**config.mk**
```make
export PLATFORM = sky130hd
export DESIGN_NAME = multicycle_control_fsm_flat
export DESIGN_NICKNAME = d
export VERILOG_FILES = /design/src/rtl/multicycle_control_fsm_if.sv /design/src/rtl/multicycle_control_fsm.sv /design/src/flat_wrapper.sv
export SDC_FILE = /design/constraint.sdc
export NUM_CORES = 1
export LEC_CHECK = 0
export ABC_CLOCK_PERIOD_IN_PS = 3300
export BUFFER_PORTS_ARGS = -buffer_cell sky130_fd_sc_hd__buf_4
export CORE_UTILIZATION = 53
export DETAILED_ROUTE_END_ITERATION = 6
export HOLD_SLACK_MARGIN = 0.08
export PLACE_DENSITY = 0.8
export REMOVE_ABC_BUFFERS = 1
export SYNTH_ARGS = -nofsm -noshare
export SYNTH_HDL_FRONTEND = slang
export SYNTH_SLANG_ARGS = --single-unit
```
**constraint.sdc**
```tcl
create_clock -name clk -period 3.3 [get_ports clk]
set_clock_uncertainty 0.05 [all_clocks]
set_input_delay 0.99 -clock clk [delete_from_list [all_inputs] [get_ports clk]]
set_output_delay 0.99 -clock clk [all_outputs]
set_load 0.05 [all_outputs]
```
**src/rtl/multicycle_control_fsm_if.sv**
```systemverilog
// Control bundle between the multi-cycle RV32I control FSM and its datapath.
// The master side is the FSM; the slave side is the datapath that consumes the strobes.
interface multicycle_control_fsm_if #(
  parameter int CNT_W = 32
);
  logic [6:0]       opcode;
  logic             alu_bcond;
  logic             halt_req;
  logic             pc_write;
  logic             pc_write_not_cond;
  logic             pc_source;
  logic             i_or_d;
  logic             mem_read;
  logic             mem_write;
  logic             ir_write;
  logic             reg_write;
  logic [1:0]       wb_sel;
  logic [1:0]       alu_src_a;
  logic [1:0]       alu_src_b;
  logic [1:0]       alu_op;
  logic             is_ecall;
  logic             halted;
  logic [CNT_W-1:0] retired;

  modport master (
    input  opcode, alu_bcond, halt_req,
    output pc_write, pc_write_not_cond, pc_source, i_or_d, mem_read, mem_write,
           ir_write, reg_write, wb_sel, alu_src_a, alu_src_b, alu_op,
           is_ecall, halted, retired
  );

  modport slave (
    output opcode, alu_bcond, halt_req,
    input  pc_write, pc_write_not_cond, pc_source, i_or_d, mem_read, mem_write,
           ir_write, reg_write, wb_sel, alu_src_a, alu_src_b, alu_op,
           is_ecall, halted, retired
  );
endinterface

```
**src/rtl/multicycle_control_fsm.sv**
```systemverilog
// Moore control FSM of the multi-cycle RV32I core: sequences IF/ID/EX/MEM/WB per opcode,
// drives PC write controls and datapath selects, detects ECALL halt and counts retirements.
module multicycle_control_fsm #(
  parameter int CNT_W = 32
) (
  input  logic                   clk,
  input  logic                   reset,
  multicycle_control_fsm_if.master bus
);

  typedef enum logic [2:0] {
    S_IF   = 3'd0,
    S_ID   = 3'd1,
    S_EX   = 3'd2,
    S_MEM  = 3'd3,
    S_WB   = 3'd4,
    S_BR   = 3'd5,
    S_HALT = 3'd6
  } state_t;

  localparam logic [6:0] OP_R      = 7'b0110011;
  localparam logic [6:0] OP_I      = 7'b0010011;
  localparam logic [6:0] OP_LOAD   = 7'b0000011;
  localparam logic [6:0] OP_STORE  = 7'b0100011;
  localparam logic [6:0] OP_LUI    = 7'b0110111;
  localparam logic [6:0] OP_AUIPC  = 7'b0010111;
  localparam logic [6:0] OP_JAL    = 7'b1101111;
  localparam logic [6:0] OP_JALR   = 7'b1100111;
  localparam logic [6:0] OP_BRANCH = 7'b1100011;
  localparam logic [6:0] OP_ECALL  = 7'b1110011;

  state_t           state, next_state;
  logic             halted_q;
  logic [CNT_W-1:0] retired_q;

  always_ff @(posedge clk or posedge reset) begin
    if (reset) begin
      state     <= S_IF;
      halted_q  <= 1'b0;
      retired_q <= '0;
    end else begin
      state <= next_state;
      if (next_state == S_HALT)
        halted_q <= 1'b1;
      if (next_state == S_IF)
        retired_q <= retired_q + 1'b1;
    end
  end

  // Strobes are all forced low while reset is high, even though the state already reads IF.
  always_comb begin
    next_state            = state;
    bus.pc_write          = 1'b0;
    bus.pc_write_not_cond = 1'b0;
    bus.pc_source         = 1'b0;
    bus.i_or_d            = 1'b0;
    bus.mem_read          = 1'b0;
    bus.mem_write         = 1'b0;
    bus.ir_write          = 1'b0;
    bus.reg_write         = 1'b0;
    bus.wb_sel            = 2'b00;
    bus.alu_src_a         = 2'b00;
    bus.alu_src_b         = 2'b00;
    bus.alu_op            = 2'b00;
    bus.is_ecall          = 1'b0;
    if (!reset) begin
      case (state)
        S_IF: begin
          bus.mem_read = 1'b1;
          bus.ir_write = 1'b1;
          next_state   = S_ID;
        end
        S_ID: begin
          bus.alu_src_b = 2'b01;
          if (bus.opcode == OP_ECALL) begin
            bus.is_ecall = 1'b1;
            next_state   = bus.halt_req ? S_HALT : S_WB;
          end else if (bus.opcode inside {OP_R, OP_I, OP_LOAD, OP_STORE, OP_LUI,
                                          OP_AUIPC, OP_JAL, OP_JALR, OP_BRANCH}) begin
            next_state = S_EX;
          end else begin
            next_state = S_WB;
          end
        end
        S_EX: begin
          next_state = S_WB;
          case (bus.opcode)
            OP_R: begin
              bus.alu_src_a = 2'b01;
              bus.alu_op    = 2'b10;
            end
            OP_I: begin
              bus.alu_src_a = 2'b01;
              bus.alu_src_b = 2'b10;
              bus.alu_op    = 2'b10;
            end
            OP_LOAD, OP_STORE: begin
              bus.alu_src_a = 2'b01;
              bus.alu_src_b = 2'b10;
              next_state    = S_MEM;
            end
            OP_LUI: begin
              bus.alu_src_a = 2'b10;
              bus.alu_src_b = 2'b10;
            end
            OP_AUIPC, OP_JAL: bus.alu_src_b = 2'b10;
            OP_JALR: begin
              bus.alu_src_a = 2'b01;
              bus.alu_src_b = 2'b10;
            end
            // ALUOut still holds PC+4 from ID, so a failed compare falls through to PC+4.
            OP_BRANCH: begin
              bus.alu_src_a         = 2'b01;
              bus.alu_op            = 2'b01;
              bus.pc_write_not_cond = 1'b1;
              bus.pc_source         = 1'b1;
              next_state            = bus.alu_bcond ? S_BR : S_IF;
            end
            default: next_state = S_IF;
          endcase
        end
        S_BR: begin
          bus.alu_src_b = 2'b10;
          bus.pc_write  = 1'b1;
          next_state    = S_IF;
        end
        S_MEM: begin
          bus.i_or_d = 1'b1;
          next_state = S_IF;
          if (bus.opcode == OP_LOAD) begin
            bus.mem_read = 1'b1;
            next_state   = S_WB;
          end else if (bus.opcode == OP_STORE) begin
            bus.mem_write = 1'b1;
            bus.alu_src_b = 2'b01;
            bus.pc_write  = 1'b1;
          end
        end
        S_WB: begin
          bus.pc_write = 1'b1;
          next_state   = S_IF;
          case (bus.opcode)
            OP_LOAD: begin
              bus.reg_write = 1'b1;
              bus.wb_sel    = 2'b01;
              bus.alu_src_b = 2'b01;
            end
            OP_R, OP_I, OP_LUI, OP_AUIPC: begin
              bus.reg_write = 1'b1;
              bus.alu_src_b = 2'b01;
            end
            // Jumps write the live PC+4 to rd while the PC takes the target held in ALUOut.
            OP_JAL, OP_JALR: begin
              bus.reg_write = 1'b1;
              bus.wb_sel    = 2'b10;
              bus.alu_src_b = 2'b01;
              bus.pc_source = 1'b1;
            end
            default: bus.pc_source = 1'b1;
          endcase
        end
        S_HALT: next_state = S_HALT;
        default: next_state = S_IF;
      endcase
    end
  end

  assign bus.halted  = halted_q;
  assign bus.retired = retired_q;

endmodule

```
**src/flat_wrapper.sv**
```systemverilog
// flat-port wrapper written by rule: the top's interface ports become plain ports
module multicycle_control_fsm_flat 
#(
  parameter int CNT_W = 32
)
  (clk, reset, bus_opcode, bus_alu_bcond, bus_halt_req, bus_pc_write, bus_pc_write_not_cond, bus_pc_source, bus_i_or_d, bus_mem_read, bus_mem_write, bus_ir_write, bus_reg_write, bus_wb_sel, bus_alu_src_a, bus_alu_src_b, bus_alu_op, bus_is_ecall, bus_halted, bus_retired);
  multicycle_control_fsm_if #(.CNT_W(CNT_W)) bus_i ();
  input  logic clk;
  input  logic reset;
  input wire logic [$bits(bus_i.opcode)-1:0] bus_opcode;
  input wire logic [$bits(bus_i.alu_bcond)-1:0] bus_alu_bcond;
  input wire logic [$bits(bus_i.halt_req)-1:0] bus_halt_req;
  output wire logic [$bits(bus_i.pc_write)-1:0] bus_pc_write;
  output wire logic [$bits(bus_i.pc_write_not_cond)-1:0] bus_pc_write_not_cond;
  output wire logic [$bits(bus_i.pc_source)-1:0] bus_pc_source;
  output wire logic [$bits(bus_i.i_or_d)-1:0] bus_i_or_d;
  output wire logic [$bits(bus_i.mem_read)-1:0] bus_mem_read;
  output wire logic [$bits(bus_i.mem_write)-1:0] bus_mem_write;
  output wire logic [$bits(bus_i.ir_write)-1:0] bus_ir_write;
  output wire logic [$bits(bus_i.reg_write)-1:0] bus_reg_write;
  output wire logic [$bits(bus_i.wb_sel)-1:0] bus_wb_sel;
  output wire logic [$bits(bus_i.alu_src_a)-1:0] bus_alu_src_a;
  output wire logic [$bits(bus_i.alu_src_b)-1:0] bus_alu_src_b;
  output wire logic [$bits(bus_i.alu_op)-1:0] bus_alu_op;
  output wire logic [$bits(bus_i.is_ecall)-1:0] bus_is_ecall;
  output wire logic [$bits(bus_i.halted)-1:0] bus_halted;
  output wire logic [$bits(bus_i.retired)-1:0] bus_retired;
  assign bus_i.opcode = bus_opcode;
  assign bus_i.alu_bcond = bus_alu_bcond;
  assign bus_i.halt_req = bus_halt_req;
  assign bus_pc_write = bus_i.pc_write;
  assign bus_pc_write_not_cond = bus_i.pc_write_not_cond;
  assign bus_pc_source = bus_i.pc_source;
  assign bus_i_or_d = bus_i.i_or_d;
  assign bus_mem_read = bus_i.mem_read;
  assign bus_mem_write = bus_i.mem_write;
  assign bus_ir_write = bus_i.ir_write;
  assign bus_reg_write = bus_i.reg_write;
  assign bus_wb_sel = bus_i.wb_sel;
  assign bus_alu_src_a = bus_i.alu_src_a;
  assign bus_alu_src_b = bus_i.alu_src_b;
  assign bus_alu_op = bus_i.alu_op;
  assign bus_is_ecall = bus_i.is_ecall;
  assign bus_halted = bus_i.halted;
  assign bus_retired = bus_i.retired;
  multicycle_control_fsm #(.CNT_W(CNT_W)) u_core (.clk(clk), .reset(reset), .bus(bus_i));
endmodule
```
**Word-level counts from Yosys, hierarchy flattened**

Cells that the tools add are included.
Widths: inputs -> output; s select.

- Bits in registers: 36
- Bits of input ports: 11
- Output and inout bits: 50
- Logic and storage cells: 81

- Add/sub/neg operators: 1
- Equal/unequal tests: 17
- Mux-type cells: 48
- Reductions and logical operators: 12

Operators by type and width:

| operator | number |
|---|---|
| $add 32x1->32 const B | 1 |
| $eq 7x7->1 const B | 4 |
| $mux 1 | 24 |
| $eq 7x6->1 const B | 3 |
| $mux 2 | 10 |
| $mux 3 | 5 |
| $pmux 3 s5 | 1 |
| $eq 7x5->1 const B | 2 |
| $reduce_or 7->1 | 2 |
| $eq 3x3->1 const B | 4 |
| $pmux 2 s2 | 3 |
| $reduce_or 6->1 | 2 |
| $pmux 2 s5 | 1 |
| $pmux 3 s3 | 1 |
| $reduce_bool 9->1 | 1 |
| $reduce_or 2->1 | 4 |
| $eq 7x2->1 const B | 1 |
| $eq 3x2->1 const B | 2 |
| $logic_not 3->1 | 2 |
| $pmux 1 s2 | 3 |
| $reduce_or 5->1 | 1 |
| $eq 3x1->1 const B | 1 |

**Longest topological paths before layout**

- Word-level depth: 7
- Depth in mapped cells: 8
- Gate-level depth less buffers: 7

**Worst setup path before layout**

OpenSTA, ideal clock, no wires.

- Path kind: in2out
- Start: in bus_opcode[2]
- End: out bus_wb_sel[0]
- Arrival time: 2.923 ns
- Data required time: 2.260 ns
- Setup slack: -0.663 ns
- Stages on the path: 3
- Path buffers: 0
- Cells stage by stage: and4bb_2 nand2b_1 nor4_1

- Longest elaborated chain between the ends: 5
- Elaborated cells between the ends (all ways): 7
- Classes of those cells: 3 x eq/ne; 3 x mux; 1 x reduce/logical

Ends and longest elaborated chain:

| element | RTL line | RTL |
|---|---|---|
| start, declared | flat_wrapper.sv:10 | `input wire logic [$bits(bus_i.opcode)-1:0] bus_opcode;` |
| $eq 7x7->1 | multicycle_control_fsm.sv:142 | `case (bus.opcode)` |
| $reduce_or 2->1 | multicycle_control_fsm.sv:142 |  |
| $pmux 2 s2 * | multicycle_control_fsm.sv:142 |  |
| $mux 2 * | multicycle_control_fsm.sv:67 | `case (state)` |
| $mux 2 * | multicycle_control_fsm.sv:66 | `if (!reset) begin` |
| end, declared | flat_wrapper.sv:21 | `output wire logic [$bits(bus_i.wb_sel)-1:0] bus_wb_sel;` |

Every way passes the cells marked *; elsewhere a longest branch is shown, timed or not.

**Worst setup path in the final report**

- Start: in bus_opcode[3]
- End: out bus_alu_src_b[0]

- Longest elaborated chain between the ends: 5
- Elaborated cells between the ends (all ways): 14
- Classes of those cells: 8 x eq/ne; 5 x mux; 1 x reduce/logical

Ends and longest elaborated chain:

| element | RTL line | RTL |
|---|---|---|
| $eq 7x7->1, or another cell as far along | multicycle_control_fsm.sv:142 |  |
| $reduce_or 7->1 (no line) / $mux 1 (equally long branches) | n/a |  |
| $mux 1 / $mux 2 (equally long branches) | multicycle_control_fsm.sv:142, multicycle_control_fsm.sv:130 |  |
| $pmux 2 s5 * | multicycle_control_fsm.sv:67 |  |
| $mux 2 * | multicycle_control_fsm.sv:66 |  |
| end, declared | flat_wrapper.sv:23 | `output wire logic [$bits(bus_i.alu_src_b)-1:0] bus_alu_src_b;` |

Marks and branches as above.

==> reports/results.tsv <==
metric	value	unit
Chip Width	67.8	µm
Post-synth EDFFs	0	
synth warn	0	
setup TNS	-0.129	ns
clock slew at reported path FFs	0.06	ns
RR Startpoint	u_core.state[2]	
CP Capture Type	output port	
Port Buf Inserts	60	
reg2reg end	u_core.bus.retired[1]	
Final Hold Fails	0	
WL per Instance	15.5	µm
row cnt	23	
cells after synthesis	243	
Slew Limit Fails	0	
sequential fraction of the synthesis area	39.3	%
peak supply drop	0.432	mV
crit-path max FO	4	
antenna violations before repair	0	
Slew @ Worst Pin	0.663	ns
initial DRC count	171	
Antenna Nets Post-Route	0	
Placer Congestion	0.931	
final worst setup slack	-0.102	ns
Fmax	294	MHz
CP required	2.26	ns
worst path arrival time	2.36	ns
outcome	complete, but fails checks	
CTS sink cnt	36	
Initial Utilization	56.1	%
setup violators final	2	
Min-Delay Path Class	register to register	
1st-pass router iterations	4	
RSZ-0062 raised after global routing	yes	
post-DR vias/cell	5.88	
post-synthesis cell area	2290	µm²
syn avg cell area	9.44	µm²
crit path time final	3.40	ns
vias in the first global route	1929	
DRT Wirelength	5640	µm
Logic pwr share	47.1	%
Hold Crit Start	u_core.bus.retired[31]	
PD cells	591	nW/µm²
Switch Pwr	799	µW
Hold EP	u_core.bus.retired[31]	
Die Y-Extent	67.8	µm
hold buffers post-CTS	0	
via count	2141	
H-tree levels	2	
most area-consuming cells after synthesis	dfrtp_1 39%, xnor2_1 12%, nand4_1 4.6%	
worst slack at placement	-0.0458	ns
first-pass GRT wire length	8850	µm
Post-synth top flop	dfrtp_1	
clock share of power	18.5	%
CTS tree	built	
# IOs	61	
Leakage	1.31	nW
Final nets	325	
clock root cell	clkbuf_8	
Syn-to-layout area delta	28.6	%
Yosys reg bits	36	
Tot GR Track Use	26.1	%
failing checks	setup timing	
worst skew pair latency	0.29	ns
Max Root-Sink Buffers	2	
proportion of layout cells with a drive suffix above 1	34.1	%
dpl hpwl	4010	µm
asr flop ratio synth	100	%
final worst path period share	103	%
Synth cell types	51	
Die ar.	4590	µm²
DRC	0	
grt total ovfl	0	
switching share of power	45.8	%
Pint	944	µW
setup slack, reg-to-reg	1.03	ns
post-synth top area share	39.3	%
core footprint	4090	µm²
top-count cell post-synth	dfrtp_1	
sequential share of power	34.4	%
WS Path Type	input port to output port	
Pwr Total	1.74	mW
CP startpoint kind	input port	
CTS buffer count	5	
R2R depth	6	
# diodes	0	
Synth top cells by count	36 x dfrtp_1, 31 x xnor2_1, 24 x nor2_1	
relative slew slack	55.4	%
largest net degree at the start of global routing	37	
max-cap viol count	0	
hold depth	1	
area leader, netlist	dfrtp_1	
Worst Hold Margin	0.434	ns
[state kept, by name, indices dropped and copies added, names as in the netlist]
name and count:
u_core.bus.halted 1, u_core.bus.retired 32, u_core.state 3
[routing by layer]
metal / vias up / track usage (%) / part of all wire, %
met5: - / 0 / 0
met4: 0 / 12.2 / 1.7
met3: 9 / 4.90 / 6.9
met2: 97 / 40.0 / 47
met1: 1031 / 35.3 / 44
li1: 1004 / - / -
[worst max-delay path: stages]
cell	delay, ns
buf_8	0.10
or3b_4	0.39
a21o_1	0.21
o21ai_1	0.10
a21oi_1	0.09
a2bb2oi_1	0.13
nor2_1	0.16
buf_6	0.18
[kinds of logic after synthesis]
family	after synthesis	share of synthesized area, %
adder cells (fa/ha/maj)	1	0.545
multiplexers	1	0.491
AO/OA/AOI/OAI	25	7.91
buffers and inverters	19	4.75
XOR/XNOR	31	11.8
AND/OR/NAND/NOR	130	35.2
flip-flops	36	39.3
[repair_timing]
item / in CTS / in global routing
setup endpoints to repair: 2 / 3
gates resized for setup: 3 / 5
pin swaps: 0 / 5
buffers inserted: 0 / 1
[metrics by stage]
stage	util (%)	instances	cell area [µm²]
final	72.2	364	2950
after global placement	69.2	355	2830
after detailed placement	69.2	355	2830
after CTS	71.7	363	2930
after global routing	72.2	364	2950
after floorplan	-	231	2210
[layout make-up]
type,instances,area (µm²)
Inverter,7,26.3
Sequential cell,36,901
Timing Repair Buffer,75,574
Clock buffer,7,86.3
Fill cell,319,1140
Multi-Input combinational cell,188,1290
Clock inverter,1,7.51
Tap cell,50,62.6
[placed cells by master (no fill, tap or decap), types with 3 or more instances in the layout]
master and n:
buf_4 73, dfrtp_1 36, xnor2_1 31, nor2_1 23, nand3_1 17, nand4_1 17, nand2_1 15, and3_1 9
nand3_2 7, inv_1 6, clkbuf_8 6, nand2b_1 5, nor4_1 5, o21ai_1 4, a21oi_1 4, nand3b_1 3
nand4b_1 3, or2_2 3, nor2b_1 3, nor3_1 3
[power groups by stage]
stage / registers [mW] / logic, mW / clock network [mW]
floorplan: 0.758 / 0.394 / 0
global placement: 0.602 / 0.793 / 0
detailed placement: 0.606 / 0.809 / 0
CTS: 0.598 / 0.815 / 0.333
global route: 0.609 / 0.870 / 0.349
finish: 0.600 / 0.820 / 0.323
[worst max-delay path by stage]
| stage | end | slack, ns | from | depth (start not counted) |
|---|---|---|---|---|
| after global routing | bus_alu_src_b[0] | -0.16 | bus_opcode[6] | 9 |
| final | bus_alu_src_b[0] | -0.10 | bus_opcode[3] | 8 |
| after detailed placement | bus_alu_src_b[0] | -0.05 | bus_opcode[6] | 8 |
| after floorplan | bus_wb_sel[0] | -0.66 | bus_opcode[2] | 3 |
| after global placement | bus_alu_src_b[0] | -0.02 | bus_opcode[6] | 8 |
| after CTS | bus_alu_src_b[0] | -0.04 | bus_opcode[6] | 8 |
Note: power is estimated with default switching activity, not from simulation.
